## config.mk

```make
export PLATFORM = sky130hd
export DESIGN_NAME = color_sensor_seq
export DESIGN_NICKNAME = d
export VERILOG_FILES = /design/src/rtl/color_sensor_seq.sv
export SDC_FILE = /design/constraint.sdc
export NUM_CORES = 1
export LEC_CHECK = 0
export CORE_MARGIN = 10
export CORE_UTILIZATION = 60
export DETAILED_ROUTE_END_ITERATION = 12
export PLACE_DENSITY_LB_ADDON = 0.12
export SETUP_SLACK_MARGIN = 0.1
export SYNTH_ARGS = -nofsm -noshare
export SYNTH_HDL_FRONTEND = slang
export SYNTH_SLANG_ARGS = --single-unit
export TNS_END_PERCENT = 20
```

## constraint.sdc

```tcl
create_clock -name mclk -period 3.8 [get_ports mclk]
set_input_delay 0.76 -clock mclk [delete_from_list [all_inputs] [get_ports mclk]]
set_output_delay 0.76 -clock mclk [all_outputs]
set_load 0.02 [all_outputs]
```

## src/rtl/color_sensor_seq.sv

```systemverilog
// Colour-sensor front end: steps the photodiode filter through red, green and blue,
// averages the full sensor period on each channel and classifies the object.
module color_sensor_seq #(
  parameter int unsigned CNT_W           = 32,
  parameter int unsigned SAMPLE_INTERVAL = 25000000,
  parameter int unsigned SETTLE_EDGES    = 2,
  parameter int unsigned AVG_SHIFT       = 2,
  parameter int unsigned TIMEOUT         = 200000,
  parameter int unsigned RED_LO          = 18000,
  parameter int unsigned RED_HI          = 23000,
  parameter int unsigned GREEN_LO        = 10400,
  parameter int unsigned GREEN_HI        = 17900
) (
  input  logic             mclk,
  input  logic             rst_n,
  input  logic             sensor_clk,
  output logic [1:0]       filtro_sel,
  output logic             es_rojo,
  output logic             es_verde,
  output logic             es_otro,
  output logic             result_valid,
  output logic [CNT_W-1:0] period_r,
  output logic [CNT_W-1:0] period_g,
  output logic [CNT_W-1:0] period_b,
  output logic             sensor_fault,
  output logic             busy
);

  localparam int unsigned AccW   = CNT_W + AVG_SHIFT;
  localparam int unsigned NumAvg = 1 << AVG_SHIFT;

  localparam logic [1:0] FilRed   = 2'b00;
  localparam logic [1:0] FilGreen = 2'b11;
  localparam logic [1:0] FilBlue  = 2'b01;

  typedef enum logic [2:0] {StIdle, StSettle, StMeasure, StNext, StClassify} state_e;
  typedef enum logic [1:0] {ChRed, ChGreen, ChBlue} chan_e;

  state_e state_q, state_d;
  chan_e  ch_q, ch_d;

  logic [2:0]       sync_q;
  logic [31:0]      tmr_q, tmr_d;
  logic [1:0]       filtro_q, filtro_d;
  logic             busy_q, busy_d;
  logic [15:0]      edge_cnt_q, edge_cnt_d;
  logic [CNT_W-1:0] per_cnt_q, per_cnt_d;
  logic [AccW-1:0]  acc_q, acc_d, acc_sum;
  logic [31:0]      to_cnt_q, to_cnt_d;
  logic [CNT_W-1:0] res_q, res_d;
  logic [2:0]       fault_q, fault_d, ch_onehot;
  logic [CNT_W-1:0] sh_r_q, sh_r_d, sh_g_q, sh_g_d;
  logic [CNT_W-1:0] per_r_q, per_r_d, per_g_q, per_g_d, per_b_q, per_b_d;
  logic             rojo_q, rojo_d, verde_q, verde_d, otro_q, otro_d;
  logic             valid_q, valid_d, sfault_q, sfault_d;

  logic rise, tick, timeout, settle_done, meas_done;
  logic is_red, is_green, any_fault;

  // Two-stage synchronizer plus one delayed copy for rising-edge detection.
  always_ff @(posedge mclk or negedge rst_n) begin
    if (!rst_n) sync_q <= '0;
    else        sync_q <= {sync_q[1:0], sensor_clk};
  end

  assign rise = sync_q[1] & ~sync_q[2];

  // Free-running sweep interval timer; never gated by the FSM.
  always_ff @(posedge mclk or negedge rst_n) begin
    if (!rst_n) tmr_q <= '0;
    else        tmr_q <= tmr_d;
  end

  assign tick  = (tmr_q == 32'(SAMPLE_INTERVAL - 1));
  assign tmr_d = tick ? '0 : tmr_q + 32'd1;

  // An edge in the same cycle as the timeout wins, so timeout requires no rise.
  assign timeout     = !rise && (to_cnt_q == 32'(TIMEOUT - 1));
  assign settle_done = rise && (edge_cnt_q == 16'(SETTLE_EDGES - 1));
  assign meas_done   = rise && (edge_cnt_q == 16'(NumAvg - 1));
  assign acc_sum     = acc_q + AccW'(per_cnt_q);
  assign ch_onehot   = 3'b001 << ch_q;

  assign any_fault = |fault_q;
  assign is_red    = (sh_r_q > CNT_W'(RED_LO)) && (sh_r_q < CNT_W'(RED_HI)) &&
                     (sh_r_q < sh_g_q);
  assign is_green  = (sh_g_q > CNT_W'(GREEN_LO)) && (sh_g_q < CNT_W'(GREEN_HI)) &&
                     (sh_g_q < sh_r_q);

  // State register.
  always_ff @(posedge mclk or negedge rst_n) begin
    if (!rst_n) state_q <= StIdle;
    else        state_q <= state_d;
  end

  // Next-state logic.
  always_comb begin
    state_d = state_q;
    case (state_q)
      StIdle:     if (tick) state_d = StSettle;
      StSettle:   if (settle_done || timeout) state_d = settle_done ? StMeasure : StNext;
      StMeasure:  if (meas_done || timeout) state_d = StNext;
      StNext:     state_d = (ch_q == ChBlue) ? StClassify : StSettle;
      StClassify: state_d = StIdle;
      default:    state_d = StIdle;
    endcase
  end

  // Datapath and output next-state values.
  always_comb begin
    ch_d       = ch_q;
    filtro_d   = filtro_q;
    busy_d     = busy_q;
    edge_cnt_d = edge_cnt_q;
    per_cnt_d  = per_cnt_q;
    acc_d      = acc_q;
    to_cnt_d   = to_cnt_q;
    res_d      = res_q;
    fault_d    = fault_q;
    sh_r_d     = sh_r_q;
    sh_g_d     = sh_g_q;
    per_r_d    = per_r_q;
    per_g_d    = per_g_q;
    per_b_d    = per_b_q;
    rojo_d     = rojo_q;
    verde_d    = verde_q;
    otro_d     = otro_q;
    sfault_d   = sfault_q;
    valid_d    = 1'b0;
    case (state_q)
      StIdle: begin
        if (tick) begin
          ch_d       = ChRed;
          filtro_d   = FilRed;
          busy_d     = 1'b1;
          edge_cnt_d = '0;
          per_cnt_d  = '0;
          acc_d      = '0;
          to_cnt_d   = '0;
          fault_d    = '0;
        end
      end
      StSettle: begin
        to_cnt_d = rise ? '0 : to_cnt_q + 32'd1;
        if (rise) begin
          edge_cnt_d = settle_done ? '0 : edge_cnt_q + 16'd1;
          // The edge that ends settling opens the first measured period.
          if (settle_done) per_cnt_d = CNT_W'(1);
        end else if (timeout) begin
          res_d   = '1;
          fault_d = fault_q | ch_onehot;
        end
      end
      StMeasure: begin
        to_cnt_d  = rise ? '0 : to_cnt_q + 32'd1;
        per_cnt_d = rise ? CNT_W'(1) : per_cnt_q + CNT_W'(1);
        if (rise) begin
          acc_d      = acc_sum;
          edge_cnt_d = edge_cnt_q + 16'd1;
          if (meas_done) res_d = CNT_W'(acc_sum >> AVG_SHIFT);
        end else if (timeout) begin
          res_d   = '1;
          fault_d = fault_q | ch_onehot;
        end
      end
      StNext: begin
        edge_cnt_d = '0;
        per_cnt_d  = '0;
        acc_d      = '0;
        to_cnt_d   = '0;
        case (ch_q)
          ChRed: begin
            sh_r_d   = res_q;
            ch_d     = ChGreen;
            filtro_d = FilGreen;
          end
          ChGreen: begin
            sh_g_d   = res_q;
            ch_d     = ChBlue;
            filtro_d = FilBlue;
          end
          default: begin
            // Blue done: publish everything so it is visible during the classify cycle.
            filtro_d = FilRed;
            busy_d   = 1'b0;
            valid_d  = 1'b1;
            per_r_d  = sh_r_q;
            per_g_d  = sh_g_q;
            per_b_d  = res_q;
            sfault_d = any_fault;
            rojo_d   = !any_fault && is_red;
            verde_d  = !any_fault && !is_red && is_green;
            otro_d   = any_fault || (!is_red && !is_green);
          end
        endcase
      end
      default: ;
    endcase
  end

  // Datapath and registered outputs.
  always_ff @(posedge mclk or negedge rst_n) begin
    if (!rst_n) begin
      ch_q       <= ChRed;
      filtro_q   <= FilRed;
      busy_q     <= 1'b0;
      edge_cnt_q <= '0;
      per_cnt_q  <= '0;
      acc_q      <= '0;
      to_cnt_q   <= '0;
      res_q      <= '0;
      fault_q    <= '0;
      sh_r_q     <= '0;
      sh_g_q     <= '0;
      per_r_q    <= '0;
      per_g_q    <= '0;
      per_b_q    <= '0;
      rojo_q     <= 1'b0;
      verde_q    <= 1'b0;
      otro_q     <= 1'b1;
      valid_q    <= 1'b0;
      sfault_q   <= 1'b0;
    end else begin
      ch_q       <= ch_d;
      filtro_q   <= filtro_d;
      busy_q     <= busy_d;
      edge_cnt_q <= edge_cnt_d;
      per_cnt_q  <= per_cnt_d;
      acc_q      <= acc_d;
      to_cnt_q   <= to_cnt_d;
      res_q      <= res_d;
      fault_q    <= fault_d;
      sh_r_q     <= sh_r_d;
      sh_g_q     <= sh_g_d;
      per_r_q    <= per_r_d;
      per_g_q    <= per_g_d;
      per_b_q    <= per_b_d;
      rojo_q     <= rojo_d;
      verde_q    <= verde_d;
      otro_q     <= otro_d;
      valid_q    <= valid_d;
      sfault_q   <= sfault_d;
    end
  end

  assign filtro_sel   = filtro_q;
  assign busy         = busy_q;
  assign result_valid = valid_q;
  assign period_r     = per_r_q;
  assign period_g     = per_g_q;
  assign period_b     = per_b_q;
  assign es_rojo      = rojo_q;
  assign es_verde     = verde_q;
  assign es_otro      = otro_q;
  assign sensor_fault = sfault_q;

endmodule
```

==> results of run 1 <==
-- power by group --
| part | total [uW] | switching (uW) | internal, uW |
|---|---|---|---|
| Sequential | 3800 | 0.551 | 3800 |
| Clock | 3890 | 1530 | 2360 |
| Combinational | 84.7 | 73.6 | 11.1 |
-- stage by stage --
step | instances | hold slack (ns)
3_3_place_gp | 2235 | 0.336
4_1_cts | 2304 | 0.198
2_1_floorplan | 1791 | 0.331
5_1_grt | 2304 | 0.213
6_report | 2304 | 0.173
3_5_place_dp | 2235 | 0.360
-- area by class of cell --
class / instances / area [sq um]
multi-input cells: 1301 / 8160
inverters: 59 / 221
clock buffers: 53 / 1130
well taps: 384 / 480
flip-flops and latches: 357 / 8930
repair buffers: 134 / 1330
clock inverters: 16 / 216
fillers: 2230 / 8310
-- worst paths after layout --
check                                          from  cells after the start                         to  slack, ns
setup / recovery           per_cnt_q[0]$_DFFE_PN0P_                     11      acc_q[32]$_DFFE_PN0P_       0.63
hold / removal                                rst_n                      1    period_g[6]$_DFFE_PN0P_       0.17
setup reg to reg           per_cnt_q[0]$_DFFE_PN0P_                     11      acc_q[32]$_DFFE_PN0P_       0.63
hold reg to reg                 sync_q[0]$_DFF_PN0_                      0        sync_q[1]$_DFF_PN0_       0.37
max in group asynchronous                     rst_n                      2  per_cnt_q[29]$_DFFE_PN0P_       2.78
min in group mclk               sync_q[0]$_DFF_PN0_                      0        sync_q[1]$_DFF_PN0_       0.37
-- kinds of logic after synthesis --
group	Yosys count	synth area share, %
AND/OR/NAND/NOR	705	18.9
AO/OA/AOI/OAI	370	13.7
flip-flops	357	50.8
buffers and inverters	133	2.90
XOR/XNOR	92	4.58
adder cells (fa/ha/maj)	70	5.02
multiplexers	64	4.09
-- routing by layer --
metal | track usage (%) | up-vias | routed length (um)
li1 | - | 6552 | -
met1 | 33.4 | 6860 | 20000
met2 | 37.2 | 386 | 19700
met3 | 3.28 | 84 | 2360
met4 | 7.96 | 0 | 1380
met5 | 0 | - | 0
-- sequential cells by signal, summed over array words and instances (netlist names), 2 cells and up --
register and flops:
period_g 32, sh_r_q 32, filtro_sel 2, to_cnt_q 32, tmr_q 32, edge_cnt_q 16, fault_q 3, period_b 32
res_q 32, acc_q 34, sh_g_q 32, period_r 32, state_q 3, sync_q 3, per_cnt_q 32, ch_q 2
-- synthesized netlist by cell type (3+ instances only) --
cell / count
nor4b_1: 3
xor2_1: 47
a21o_1: 28
o21a_1: 7
or3_1: 8
o21bai_1: 3
o41ai_1: 5
o211ai_1: 9
nor2b_1: 8
a22o_1: 29
o31ai_1: 14
buf_1: 9
or4_1: 4
o21ai_0: 130
inv_1: 59
nor4b_2: 3
dfrtp_1: 356
nor4_1: 31
clkbuf_1: 57
a31oi_1: 15
and4_1: 12
xnor2_1: 45
a21oi_1: 62
mux2_2: 63
a221oi_1: 4
nor3_1: 16
nand2b_1: 7
a211oi_1: 3
nand2_1: 341
nand4_1: 36
nor2_1: 126
nand3_1: 42
ha_1: 69
o22a_1: 27
buf_2: 8
and3_1: 36
and2_1: 14
-- worst max-delay path, cell delays in order, from the launching register on --
cell and delay [ns]:
dfrtp_1 0.40, ha_1 0.19, inv_1 0.05, fa_1 0.41
nor2b_1 0.18, o2111ai_1 0.15, a21oi_1 0.28, o21ai_0 0.16
o21ai_0 0.51, a21oi_1 0.29, a311o_1 0.38, o211ai_1 0.09
==> metrics.txt, run 1 <==
crit path kind=flop to flop; gpl congestion=about 0.9; DP Area=0.0191 sq mm; drt first pass iters=6; Boundary Pins=around 110; synth top area cells=dfrtp_1 (51%), nand2_1 (7.3%), ha_1 (4.9%), mux2_2 (4.0%), o21ai_0 (3.7%); CTS resizes=0; CP Capture Type=flop; clock slew at reported path FFs=~0.060 ns; post-place setup slack=around 0.67 ns; Worst setup SP type=flop; post-route ant nets=0; WL per Instance=~19 um; Die Area=between 0.03 and 0.04 sq mm; DRC viols=0; CTS buffer count=38; leakage power=0.00985 uW; fraction of layout cells with a size suffix above 1=about a tenth; Remaining Overflow, GRT=0; Sink Count=between 300 and 400; most common cell after layout, fill and taps aside=dfrtp_1; syn avg cell area=9.82 sq um; area leader, netlist=dfrtp_1; Final Cell Area=around 0.020 sq mm; total negative slack=0 ns; Post-Syn Instances=between 1,500 and 2,000; Post-CTS Setup Inserts=0; setup violators final=0; Yosys warnings=0; post-synthesis instance area=0.0176 sq mm; number of global-route vias before repair=13,667; Die Span Y=roughly 190 um; Hold Crit Class=input pin to asynchronous set/reset pin; Worst Tran Pin Value=~0.84 ns; Clock Skews=just under 0.02 ns; Pwr Total=just under 8000 uW; final hold violation count=0; initial DRC count=~1,100; status=completed; NumNets Final=roughly 2,000; cts hold-fix bufs=0; crit path time final=roughly 3.2 ns; clk root buf=clkbuf_16; largest net degree at the start of global routing=a little under 90; final worst slack=around 0.63 ns; first-pass GRT wire length=71.5 mm; Max-slew headroom=between 40% and 50%; gr usage total=a little under a quarter; number of flops mapped to enable cells by yosys=0; detailed placement HPWL=around 30 mm; RSZ-0062 raised after global routing=no; core area=about 0.029 sq mm; Seq cells post-synth=357; Critical Path AT=roughly 3.6 ns; Yosys top cell area share=between 50% and 60%; pwr/cell area=380 mW/mm^2; Max VDD drop=302 uV; drt via density=roughly 6.0; H-tree depth=2; Final Util=between 70% and 80%; Clock Path Buffers=3; final cycle utilization of the critical path=between 80% and 90%; Synth cell types=78; Synth async-reset ratio=100%; CTS tree=done; sequential area share after synthesis=50.8%; # port buffers=106; most frequent cells in the layout=dfrtp_1 (356), nand2_1 (340), o21ai_0 (130), nor2_1 (126), clkdlybuf4s50_1 (105); width of the die=~190 um; Clock Latency Late Sink=0.53 ns; CP Max Fanout=5; syn nets=1,864; area delta synth->final=16.4%; Starting Density=61.1%; Max Clk Rate=about 0.32 GHz; drt total wl=around 43 mm; Synth Flop Type=dfrtp_1; vias=~14,000; Row Count=62; initial antenna violation count=0; ant diodes=0; critical path required time=about 4.2 ns; max_cap viols=0; Slew Viols, Final=0
No activity file was read; power rests on OpenSTA's default activity.
==> inputs of run 2 (changes only) <==
==> constraint.sdc (replaced) <==
create_clock -name mclk -period 3.17 [get_ports mclk]
set_input_delay 0.634 -clock mclk [delete_from_list [all_inputs] [get_ports mclk]]
set_output_delay 0.634 -clock mclk [all_outputs]
set_load 0.02 [all_outputs]
==> run 2 against run 1 <==
Effect of this change: die area unchanged; final area is 1.4% higher; sequential share of layout area shrank 0.59 points; flip-flop and latch count did not move; largest cell class unchanged; critical endpoint is now acc_q[30]$_DFFE_PN0P_.
==> metrics.txt, run 2 (synthesis results as in run 1) <==
detailed placement HPWL=around 31 mm; CP Max Fanout=6; final cycle utilization of the critical path=between 90 and 100%; Worst setup SP type=flop; Worst Tran Pin Value=between 0.6 and 0.7 ns; # port buffers=between 100 and 150; Max-slew headroom=54.2%; drt total wl=around 43 mm; ant diodes=0; crit path kind=flop to flop; most frequent cells in the layout=dfrtp_1 (356), nand2_1 (340), o21ai_0 (129), nor2_1 (126), clkdlybuf4s50_1 (105); CTS buffer count=38; clk root buf=clkbuf_16; initial antenna violation count=0; pwr/cell area=between 400 and 500 mW/mm^2; setup violators final=0; gr usage total=23.7%; post-place setup slack=roughly 0.076 ns; Clock Latency Late Sink=approximately 0.53 ns; Slew Viols, Final=0; clock slew at reported path FFs=0.06 ns; first-pass GRT wire length=a little over 70 mm; Starting Density=between 60% and 70%; Die Area=0.0366 sq mm; Row Count=between 60 and 70; leakage power=between 0.01 and 0.015 uW; total negative slack=0 ns; H-tree depth=2; Pwr Total=9560 uW; Boundary Pins=about 110; Hold Crit Class=input pin to asynchronous set/reset pin; max_cap viols=0; Clock Path Buffers=3; most common cell after layout, fill and taps aside=dfrtp_1; Die Span Y=roughly 190 um; status=completed; Largest Register=acc_q; final worst slack=between 0.2 and 0.3 ns; largest net degree at the start of global routing=82; drt via density=between 5 and 6; vias=~14,000; initial DRC count=a little under 1,000; WL per Instance=18.7 um; final hold violation count=0; Reg2Reg Depth=9; Sink Count=357; number of global-route vias before repair=roughly 14,000; fraction of layout cells with a size suffix above 1=a little over a tenth; drt first pass iters=5; DRC viols=0; post-route ant nets=0; RSZ-0062 raised after global routing=no; Max VDD drop=438 uV; final hold slack=a little under 0.06 ns; Final Util=just over 70%; critical path required time=around 3.6 ns; crit path time final=about 2.9 ns; max reg flops=34; Max Clk Rate=roughly 0.35 GHz; area delta synth->final=18.0%; CTS tree=done; width of the die=between 150 and 200 um; Critical Path AT=3.29 ns; core area=around 0.029 sq mm; Layout fillers=between 2,000 and 2,500; CP Capture Type=flop; Clock Skews=~0.017 ns; Remaining Overflow, GRT=0; NumNets Final=1,985; gpl congestion=0.964
==> run 2: cell types whose count changed in the layout (fill, tap and decap cells not counted), sizes merged <==
cell,previous run,this run
buf,29,50
inv,59,60
clkbuf,53,52
bufinv,4,7
clkinv,8,6
clkinvlp,4,2
==> run 2: where the power goes <==
part           total (uW)  leakage (uW)  switching [uW]  internal (uW)
logic                 107       0.00438            90.5           16.6
clock network        4890      0.000689            1810           3080
registers            4560       0.00497           0.569           4560
==> run 2: critical path: stages (launching register included) <==
cell and delay, ns:
dfrtp_1 0.41, ha_1 0.40, and2_1 0.24, and3_1 0.19
a221oi_1 0.48, a2111oi_2 0.14, buf_4 0.17, o21a_1 0.18
or3_1 0.30, a32o_1 0.25
==> run 2: timing repair <==
item / CTS / global route
endpoints found under the hold margin: 0 / 0
hold buffers: 0 / 0
endpoints found under the setup margin: 2 / 48
resized for setup: 1 / 5
buffers inserted: 0 / 1
pin swaps: 0 / 1
==> run 2: worst paths after layout <==
kind,start,to,slack [ns]
setup / recovery,per_cnt_q[17]$_DFFE_PN0P_,acc_q[30]$_DFFE_PN0P_,0.30
hold / removal,rst_n,sh_r_q[5]$_DFFE_PN0P_,0.06
setup reg to reg,per_cnt_q[17]$_DFFE_PN0P_,acc_q[30]$_DFFE_PN0P_,0.30
hold reg to reg,sync_q[0]$_DFF_PN0_,sync_q[1]$_DFF_PN0_,0.35
max in group asynchronous,rst_n,acc_q[25]$_DFFE_PN0P_,2.33
min in group mclk,sync_q[0]$_DFF_PN0_,sync_q[1]$_DFF_PN0_,0.35
==> run 2: final cells by class <==
type	count	area (sq um)	share of cell area, %
clock buffer	52	1130	5.47
clock inverter	16	268	1.29
inverter	59	221	1.07
multi-input combinational	1301	8190	39.5
sequential	357	8930	43.1
tap	384	480	2.32
timing repair buffer	155	1520	7.33
==> run 2: metrics by stage <==
step	instances	cell area (sq um)
after floorplan	1791	17600
after global placement	2255	19300
after detailed placement	2255	19300
after CTS	2323	20700
after global routing	2324	20700
final	2324	20700
==> run 2: metal layers <==
layer | up-vias | GRT usage (%) | share of wire, %
li1 | 6577 | - | -
met1 | 6885 | 32.6 | 46
met2 | 335 | 39.2 | 48
met3 | 57 | 3.17 | 5.1
met4 | 0 | 5.23 | 1.8
met5 | - | 0 | 0
